[config.mk]
export PLATFORM = sky130hd
export DESIGN_NAME = gpio_port_flat
export DESIGN_NICKNAME = d
export VERILOG_FILES = /design/src/rtl/gpio_port_pkg.sv /design/src/rtl/gpio_port_if.sv /design/src/rtl/gpio_sync.sv /design/src/rtl/gpio_port.sv /design/src/flat_wrapper.sv
export SDC_FILE = /design/constraint.sdc
export NUM_CORES = 1
export LEC_CHECK = 0
export CAP_MARGIN = 40
export CORE_UTILIZATION = 44
export CTS_CLUSTER_SIZE = 25
export DETAILED_ROUTE_END_ITERATION = 6
export PLACE_DENSITY = 0.93
export SETUP_SLACK_MARGIN = 0.1
export SYNTH_ARGS = -nofsm -noshare
export SYNTH_HDL_FRONTEND = slang
export SYNTH_SLANG_ARGS = --single-unit
[constraint.sdc]
create_clock -name clk -period 5.06 [get_ports clk]
set_input_delay 1.012 -clock clk [delete_from_list [all_inputs] [get_ports clk]]
set_output_delay 1.012 -clock clk [all_outputs]
set_load 0.005 [all_outputs]
[src/rtl/gpio_port_pkg.sv]
// Shared GPIO definitions: window base, register offsets and the offset decoder.
// The core's address decoder imports GPIO_BASE from here as well.
package gpio_port_pkg;

    localparam logic [31:0] GPIO_BASE  = 32'h5000_0000;

    localparam logic [7:0]  OFF_OUT    = 8'h00;
    localparam logic [7:0]  OFF_IN     = 8'h04;
    localparam logic [7:0]  OFF_DIR    = 8'h08;
    localparam logic [7:0]  OFF_RISE   = 8'h0C;
    localparam logic [7:0]  OFF_IRQ_EN = 8'h10;

    typedef enum logic [2:0] {
        REG_OUT,
        REG_IN,
        REG_DIR,
        REG_RISE,
        REG_IRQ_EN,
        REG_NONE
    } reg_sel_e;

    // Takes the word index addr[7:2]; the byte lane bits never take part in decode.
    function automatic reg_sel_e decode_word(input logic [5:0] word);
        reg_sel_e sel;
        case (word)
            OFF_OUT[7:2]:    sel = REG_OUT;
            OFF_IN[7:2]:     sel = REG_IN;
            OFF_DIR[7:2]:    sel = REG_DIR;
            OFF_RISE[7:2]:   sel = REG_RISE;
            OFF_IRQ_EN[7:2]: sel = REG_IRQ_EN;
            default:         sel = REG_NONE;
        endcase
        return sel;
    endfunction

endpackage

[src/rtl/gpio_port_if.sv]
// Core data-port bus as seen by a memory-mapped responder: address, byte
// write enables, store data and registered load data.
interface gpio_port_if;

    logic [31:0] addr;
    logic [3:0]  wr_en;
    logic [31:0] wr_data;
    logic [31:0] rd_data;

    modport master (
        output addr,
        output wr_en,
        output wr_data,
        input  rd_data
    );

    modport slave (
        input  addr,
        input  wr_en,
        input  wr_data,
        output rd_data
    );

endinterface

[src/rtl/gpio_sync.sv]
// Two-flop pad synchronizer followed by a history flop for rising-edge detection.
module gpio_sync #(
    parameter int WIDTH = 8
) (
    input  logic             clk,
    input  logic             rst,
    input  logic [WIDTH-1:0] gpio_in,
    output logic [WIDTH-1:0] in_sync,
    output logic [WIDTH-1:0] rise
);

    logic [WIDTH-1:0] meta_q, meta_d;
    logic [WIDTH-1:0] sync_q, sync_d;
    logic [WIDTH-1:0] prev_q, prev_d;

    always_comb begin
        meta_d = gpio_in;
        sync_d = meta_q;
        prev_d = sync_q;
    end

    // Clearing prev together with the synchronizer means a pin held high
    // through reset yields exactly one edge after release.
    always_ff @(posedge clk or posedge rst) begin
        if (rst) begin
            meta_q <= '0;
            sync_q <= '0;
            prev_q <= '0;
        end else begin
            meta_q <= meta_d;
            sync_q <= sync_d;
            prev_q <= prev_d;
        end
    end

    assign in_sync = sync_q;
    assign rise    = sync_q & ~prev_q;

endmodule

[src/rtl/gpio_port.sv]
// Memory-mapped GPIO responder: output latch, direction, synchronized inputs,
// W1C rising-edge capture and a level interrupt. Loads return one cycle later.
module gpio_port
    import gpio_port_pkg::*;
#(
    parameter int          WIDTH     = 8,
    parameter logic [31:0] BASE_ADDR = GPIO_BASE
) (
    input  logic             clk,
    input  logic             rst,
    gpio_port_if.slave       bus,
    input  logic [WIDTH-1:0] gpio_in,
    output logic [WIDTH-1:0] gpio_out,
    output logic [WIDTH-1:0] gpio_oe,
    output logic             irq
);

    logic [WIDTH-1:0] out_q, out_d;
    logic [WIDTH-1:0] dir_q, dir_d;
    logic [WIDTH-1:0] rise_q, rise_d;
    logic [WIDTH-1:0] irq_en_q, irq_en_d;
    logic [31:0]      rd_data_q, rd_data_d;

    logic [WIDTH-1:0] in_sync;
    logic [WIDTH-1:0] rise_evt;
    logic             hit;
    logic             wr_hit;
    reg_sel_e         sel;
    logic [WIDTH-1:0] wmask;
    logic [WIDTH-1:0] wdata;
    logic [WIDTH-1:0] w1c_mask;
    logic             unused_bus_bits;

    gpio_sync #(
        .WIDTH(WIDTH)
    ) u_sync (
        .clk     (clk),
        .rst     (rst),
        .gpio_in (gpio_in),
        .in_sync (in_sync),
        .rise    (rise_evt)
    );

    function automatic logic [31:0] zext(input logic [WIDTH-1:0] v);
        logic [31:0] r;
        r = '0;
        r[WIDTH-1:0] = v;
        return r;
    endfunction

    always_comb begin
        hit    = (bus.addr[31:8] == BASE_ADDR[31:8]);
        sel    = decode_word(bus.addr[7:2]);
        wr_hit = hit && (bus.wr_en != 4'b0000);
        wdata  = bus.wr_data[WIDTH-1:0];
        wmask  = '0;
        for (int i = 0; i < WIDTH; i++) begin
            wmask[i] = bus.wr_en[i / 8];
        end
    end

    // Byte-lane merge into the addressed register; RISE turns the written
    // ones into a clear mask, but a same-cycle edge still sets the bit.
    always_comb begin
        out_d    = out_q;
        dir_d    = dir_q;
        irq_en_d = irq_en_q;
        w1c_mask = '0;
        if (wr_hit) begin
            case (sel)
                REG_OUT:    out_d    = (out_q    & ~wmask) | (wdata & wmask);
                REG_DIR:    dir_d    = (dir_q    & ~wmask) | (wdata & wmask);
                REG_IRQ_EN: irq_en_d = (irq_en_q & ~wmask) | (wdata & wmask);
                REG_RISE:   w1c_mask = wdata & wmask;
                default:    ;
            endcase
        end
        rise_d = (rise_q & ~w1c_mask) | rise_evt;
    end

    always_comb begin
        rd_data_d = '0;
        if (hit) begin
            case (sel)
                REG_OUT:    rd_data_d = zext(out_q);
                REG_IN:     rd_data_d = zext(in_sync);
                REG_DIR:    rd_data_d = zext(dir_q);
                REG_RISE:   rd_data_d = zext(rise_q);
                REG_IRQ_EN: rd_data_d = zext(irq_en_q);
                default:    rd_data_d = '0;
            endcase
        end
    end

    always_ff @(posedge clk or posedge rst) begin
        if (rst) begin
            out_q     <= '0;
            dir_q     <= '0;
            rise_q    <= '0;
            irq_en_q  <= '0;
            rd_data_q <= '0;
        end else begin
            out_q     <= out_d;
            dir_q     <= dir_d;
            rise_q    <= rise_d;
            irq_en_q  <= irq_en_d;
            rd_data_q <= rd_data_d;
        end
    end

    assign bus.rd_data = rd_data_q;
    assign gpio_out    = out_q;
    assign gpio_oe     = dir_q;
    assign irq         = |(rise_q & irq_en_q);

    // Byte lanes, store bits and enables beyond WIDTH carry no meaning here.
    assign unused_bus_bits = ^{bus.addr[1:0], bus.wr_data, bus.wr_en};

endmodule

[src/flat_wrapper.sv]
// flat-port wrapper written by rule: the top's interface ports become plain ports
module gpio_port_flat import gpio_port_pkg::*;
#(
    parameter int          WIDTH     = 8,
    parameter logic [31:0] BASE_ADDR = GPIO_BASE
)
  (clk, rst, gpio_in, gpio_out, gpio_oe, irq, bus_addr, bus_wr_en, bus_wr_data, bus_rd_data);
  gpio_port_if bus_i ();
  input  logic clk;
  input  logic rst;
  input  logic [WIDTH-1:0] gpio_in;
  output logic [WIDTH-1:0] gpio_out;
  output logic [WIDTH-1:0] gpio_oe;
  output logic irq;
  input wire logic [$bits(bus_i.addr)-1:0] bus_addr;
  input wire logic [$bits(bus_i.wr_en)-1:0] bus_wr_en;
  input wire logic [$bits(bus_i.wr_data)-1:0] bus_wr_data;
  output wire logic [$bits(bus_i.rd_data)-1:0] bus_rd_data;
  assign bus_i.addr = bus_addr;
  assign bus_i.wr_en = bus_wr_en;
  assign bus_i.wr_data = bus_wr_data;
  assign bus_rd_data = bus_i.rd_data;
  gpio_port #(.WIDTH(WIDTH), .BASE_ADDR(BASE_ADDR)) u_core (.clk(clk), .rst(rst), .bus(bus_i), .gpio_in(gpio_in), .gpio_out(gpio_out), .gpio_oe(gpio_oe), .irq(irq));
endmodule
==> flow_summary.ini, run 1 <==
[grt]
grt_start_max_net_pins = 65
overflow = 0
grt.total_usage_pct = 20.7
grt_pass1_vias = 1911
use_met3_pct = 6.63
antenna_found_initial = 0
grt_pass1_wl_um = 9430
grt_util_met2_pct = 34.8
met1_usage_pct = 24.5
grt_busiest_layer = met2

[route]
routed_wirelength_um = 6040
routedWlPerCell_um = 16.7
drt_iter0_drc = 170
drc = 0
dr.pass1.iters = 4
detail-route-antenna-nets = 0
viasPerCell = 5.29
vias = 1910

[cells_and_area]
diodes = 0
multi_input_area_um2 = 932
seq_area_mm2 = 0.00160
drive_gt1_share_pct = 15.4
area_delta_synth_final_pct = 33.4
nNetsFinal = 361
fill_cells = 469
layout.cells.non_filler = 361

[power]
clockPowerShare_pct = 39.7
p_switching_mw = 0.211
p_leak_nw = 1.55
comb_power_share_pct = 6.8
sw_frac_of_total_pct = 21.4
pwr-share-seq_pct = 53.5
total_power_mw = 0.982
ir_worst_vdd_mv = 0.159
power_density_mw_per_mm2 = 275
intPower_mw = 0.772

[clocking]
clock-sinks = 64
hold_buffers = 0
cts_tree = done
clockRootBuffer = clkbuf_8
postCtsSetupBuffers = 0
cts.clk_slew.worst_paths_ns = 0.06
cts_resized = 0
cts_max_path_buffers = 2
numCtsBuffers = 9
clk_latency_ns = 0.35
htree_levels = 3

[synthesis]
synthCells = 203
synthArstFlopShare_pct = 100
synth_commonest_cells = dfrtp_1 (64), buf_4 (24), mux2_2 (24)
synthFlopType = dfrtp_1
synth_top_area_share_pct = 59.8
synth.most_common_cell = dfrtp_1
synth-seq-cells = 64
synth_edf_count = 0
ys_types = 28
synth-warning-count = 0
syn_area_mm2 = 0.00268
synth.avg_cell_area_um2 = 13.2
ys_seq_area_share_pct = 59.8
synth_area_leaders = dfrtp_1 (60%), mux2_2 (10%), buf_4 (6.7%)
synth_top_cell_by_area = dfrtp_1

[critical_path]
rr_worst_depth = 2
crit_type = input port to register
path_depth = 5
cpPeakStageDelay_ns = 0.67
crit_required_ns = 5.29
crit_path_max_fanout = 9
reg2reg_to = u_core.rise_q[0]$_DFF_PP0_
slowest_stage = or4_1
reg2reg_slack_ns = 4.09
r2r_start = u_core.rise_q[0]$_DFF_PP0_
path_buf_inv = 1
worstSetupStartpoint = bus_addr[7]
cp.arrival_ns = 3.39
cp_top_family = simple AND/OR/NAND/NOR gates
worstPathCellList = clkdlybuf4s50_1 > or4_1 > nor3_4 > nand4_2 > mux2_2
start_kind = input port
endpoint_kind = register

[min_path]
hold-path-cell-count = 0
hp-start = u_core.u_sync.meta_q[4]$_DFF_PP0_
hp-class = register to register

[sta]
slew_headroom_pct = 47.9
rsz0062_at_grt = no
period_minus_slack_ns = 3.16
finalMaxSlewViolations = 0
finClkSkew_ns = 0.0111
finalCritPeriodShare_pct = 62.5
tns_ns = 0
final-hold-violation-count = 0
worst_slew_pin_slew_ns = 0.781
max_freq_ghz = 0.316
hold_slack_ns = 0.346
setup_viol = 0

[flow_run]
cap_violations = 0

[die]
die-area_mm2 = 0.00640
start_util_pct = 45.5
fp-row-count = 28
boundaryPins = 127
core_mm2 = 0.00589
die_x_um = 80.0
die_y_um = 80.0

[run_status]
status = completed

[place]
placedCellCount = 347
dp_hpwl_um = 4200
portBuffers = 73
gp_congestion = 0.779
[cells by family (layout without fill, tap and decap cells)]
kind of cell | after synthesis | count (layout) | share of synthesized area (%)
other cells | 1 | 24 | 0.140
simple gates | 40 | 40 | 10.7
buf+inv | 37 | 97 | 8.60
mux | 24 | 24 | 10.1
compound gates | 37 | 37 | 10.7
flops | 64 | 64 | 59.8
[area by class of cell]
cell class	instances	share of cell area [%]
inverters	9	0.946
flip-flops and latches	64	44.8
well taps	75	2.63
clock buffers	14	4.83
repair buffers	74	20.7
multi-input cells	125	26.1
[per-layer routing]
metal	vias up	wire (um)
met3	8	614
met5	-	0
li1	857	-
met1	936	2320
met4	0	63
met2	109	3040
[stage by stage]
step                      setup slack (ns)  instance area (um2)  util, %
after global routing                  1.77                 3570     60.7
after CTS                             1.88                 3570     60.7
after floorplan                       2.43                 2760        -
after global placement                1.63                 3400     57.8
final                                 1.90                 3570     60.7
after detailed placement              1.52                 3400     57.8
[worst min path at each step]
stage                                               to  slack [ns]
global placement    u_core.u_sync.in_sync[7]$_DFF_PP0_        0.33
global route        u_core.u_sync.in_sync[5]$_DFF_PP0_        0.36
detailed placement  u_core.u_sync.in_sync[4]$_DFF_PP0_        0.34
floorplan           u_core.u_sync.in_sync[0]$_DFF_PP0_        0.33
finish              u_core.u_sync.in_sync[4]$_DFF_PP0_        0.35
CTS                 u_core.u_sync.in_sync[4]$_DFF_PP0_        0.35
[placed cells by master, fill, tap and decap left out]
cell             instances
clkbuf_1                 2
nor3_1                   1
clkbuf_8                12
inv_2                    1
a31oi_1                  8
nor3b_2                  1
and4_1                   1
or4_1                    3
conb_1                  24
nor4_1                   4
nor2_2                   1
and3_1                   3
nand2_1                  8
dfrtp_1                 64
nor2_1                   1
a22oi_1                 20
nand4_2                  1
mux2_2                  24
buf_4                    1
nor3b_4                  1
nor3_4                   1
nor2b_1                  8
nor4bb_1                 1
inv_1                    8
clkdlybuf4s50_1         73
a221o_1                  8
o21ai_0                  1
nand4_4                  1
nand4_1                  4
[power by group through the flow]
stage,sequential (mW),combinational [mW],clock [mW]
after global placement,0.534,0.0657,0
final,0.526,0.0665,0.390
after floorplan,0.534,0.0327,0
after global routing,0.526,0.0748,0.419
after CTS,0.526,0.0676,0.398
after detailed placement,0.535,0.0673,0
Note: power is estimated with default switching activity, not from simulation.
==> run 2: changes to the inputs <==
--- a/config.mk
+++ b/config.mk
@@ -6,10 +6,10 @@
 export NUM_CORES = 1
 export LEC_CHECK = 0
 export CAP_MARGIN = 40
-export CORE_UTILIZATION = 44
+export CORE_UTILIZATION = 37
 export CTS_CLUSTER_SIZE = 25
 export DETAILED_ROUTE_END_ITERATION = 6
-export PLACE_DENSITY = 0.93
+export PLACE_DENSITY = 0.85
 export SETUP_SLACK_MARGIN = 0.1
 export SYNTH_ARGS = -nofsm -noshare
 export SYNTH_HDL_FRONTEND = slang
==> constraint.sdc (replaced) <==
create_clock -name clk -period 2.63 [get_ports clk]
set_input_delay 0.526 -clock clk [delete_from_list [all_inputs] [get_ports clk]]
set_output_delay 0.526 -clock clk [all_outputs]
set_load 0.005 [all_outputs]
==> run 2 against run 1 <==
  * Hold slack hardly changed
  * First-iteration DRC count is 26% lower
  * Combinational power is 100% higher
  * Register-to-register slack worse by 2.4 ns
  * Final cell count is 8.9% higher
  * Count of clock-buffer cells in the layout is 1 lower
  * Sequential share of layout area is 1.4 points lower
  * Core utilization is 7.3 points lower
  * Die area is 18% higher
  * Clock skew is 0.0050 ns lower
  * Via count is 2.4% higher
  * Largest power group unchanged
  * Highest routed layer unchanged
==> flow_summary.ini, run 2 (synthesis results as in run 1) <==
[run_status]
status = completed

[cells_and_area]
diodes = 0
drive_gt1_share_pct = 18.9
area_delta_synth_final_pct = 37.8
nNetsFinal = 370
design_area_mm2 = 0.00369
layout_commonest_cell = clkdlybuf4s50_1
layout_common_cells = clkdlybuf4s50_1 (73), dfrtp_1 (64), mux2_2 (24), conb_1 (24), a22oi_1 (20)

[critical_path]
crit_type = input port to register
slowest_stage = or4_1
endpoint_kind = register
cp_top_family = simple AND/OR/NAND/NOR gates
crit_required_ns = 2.84
path_buf_inv = 1
cp.arrival_ns = 2.53
start_kind = input port
cpPeakStageDelay_ns = 0.67
crit_path_max_fanout = 8
worstPathCellList = clkdlybuf4s50_1 > or4_1 > nor3b_4 > nand4_4 > mux2_2

[place]
portBuffers = 73
gp_congestion = 0.797
placed_cell_area_mm2 = 0.00351
dp_hpwl_um = 4470

[power]
clockPowerShare_pct = 40.1
comb_power_share_pct = 7.0
p_leak_nw = 1.61
total_power_mw = 1.91
ir_worst_vdd_mv = 0.324
sw_frac_of_total_pct = 21.9
intPower_mw = 1.49
pwr-share-seq_pct = 52.9
power_density_mw_per_mm2 = 518
p_switching_mw = 0.419

[min_path]
hp-class = register to register

[clocking]
postCtsSetupBuffers = 0
cts_tree = done
cts_max_path_buffers = 2
hold_buffers = 0
clockRootBuffer = clkbuf_8
clk_latency_ns = 0.33
cts.clk_slew.worst_paths_ns = 0.07
numCtsBuffers = 9
htree_levels = 3
clock-sinks = 64
cts_resized = 0

[die]
start_util_pct = 38.8
fp-row-count = 30
die_y_um = 87.1
core_mm2 = 0.00691
die-area_mm2 = 0.00758
die_x_um = 87.1
boundaryPins = 127

[sta]
rsz0062_at_grt = no
finalCritPeriodShare_pct = 88.1
period_minus_slack_ns = 2.32
setup_viol = 0
max_freq_ghz = 0.431
final-hold-violation-count = 0
finClkSkew_ns = 0.00610
finalMaxSlewViolations = 0

[route]
detail-route-antenna-nets = 0
dr.pass1.iters = 4
viasPerCell = 4.97
vias = 1955
routed_wirelength_um = 6340
drt_iter0_drc = 126
drc = 0
routedWlPerCell_um = 16.1

[grt]
antenna_found_initial = 0
overflow = 0
grt_start_max_net_pins = 29
grt.total_usage_pct = 18.4
grt_pass1_vias = 2053
grt_pass1_wl_um = 10100

[flow_run]
cap_violations = 0
## run 2: cell types whose count changed in the layout (fill, tap and decap cells not counted), sizes merged
cell,delta
clkbuf,-1
clkinv,+3
buf,+9
## run 2: stage by stage
step	TNS, ns	util (%)	hold slack [ns]	instances	worst slack, ns
4_1_cts	0	53.4	0.349	393	0.331
6_report	0	53.4	0.346	393	0.312
5_1_grt	0	53.4	0.358	393	0.263
2_1_floorplan	0	-	0.331	226	0.481
3_5_place_dp	-0.0720	50.8	0.336	377	-0.0173
3_3_place_gp	0	50.8	0.333	377	0.0256
## run 2: cell type report
class | instances | area, um2
clock buffer | 13 | 169
fill | 620 | 3220
inverter | 9 | 33.8
clock inverter | 3 | 15.0
tap | 96 | 120
multi-input combinational | 125 | 932
timing repair buffer | 83 | 818
sequential | 64 | 1600
## run 2: power groups by stage
stage / Sequential, mW / Clock [mW] / Combinational [mW]
2_1_floorplan: 1.03 / 0 / 0.0630
3_3_place_gp: 1.03 / 0 / 0.132
3_5_place_dp: 1.03 / 0 / 0.135
4_1_cts: 1.01 / 0.792 / 0.135
5_1_grt: 1.01 / 0.837 / 0.151
6_report: 1.01 / 0.768 / 0.133
## run 2: worst paths after layout
kind	end	cells past startpoint	startpoint	slack, ns
min in group asynchronous	asynchronous set/reset pin	2	rst	0.51
worst min-delay path	u_core.u_sync.in_sync[0]$_DFF_PP0_	0	u_core.u_sync.meta_q[0]$_DFF_PP0_	0.35
worst max register to register	u_core.rise_q[7]$_DFF_PP0_	2	u_core.rise_q[7]$_DFF_PP0_	1.68
max in group asynchronous	asynchronous set/reset pin	3	rst	1.52
worst max-delay path	register	5	bus_addr[7]	0.31
worst min register to register	u_core.u_sync.in_sync[0]$_DFF_PP0_	0	u_core.u_sync.meta_q[0]$_DFF_PP0_	0.35
## run 2: worst reg2reg max path: stages, from the launching register on
cell and delay (ns):
dfrtp_1 0.42, nor2b_1 0.15, a221o_1 0.27
## run 2: layer usage
layer | GRT usage, % | wire [um] | up-vias
met4 | 8.48 | 128 | 0
met5 | 0 | 0 | -
met3 | 5.12 | 582 | 14
met2 | 29.3 | 2940 | 114
li1 | - | - | 876
met1 | 23.3 | 2690 | 951
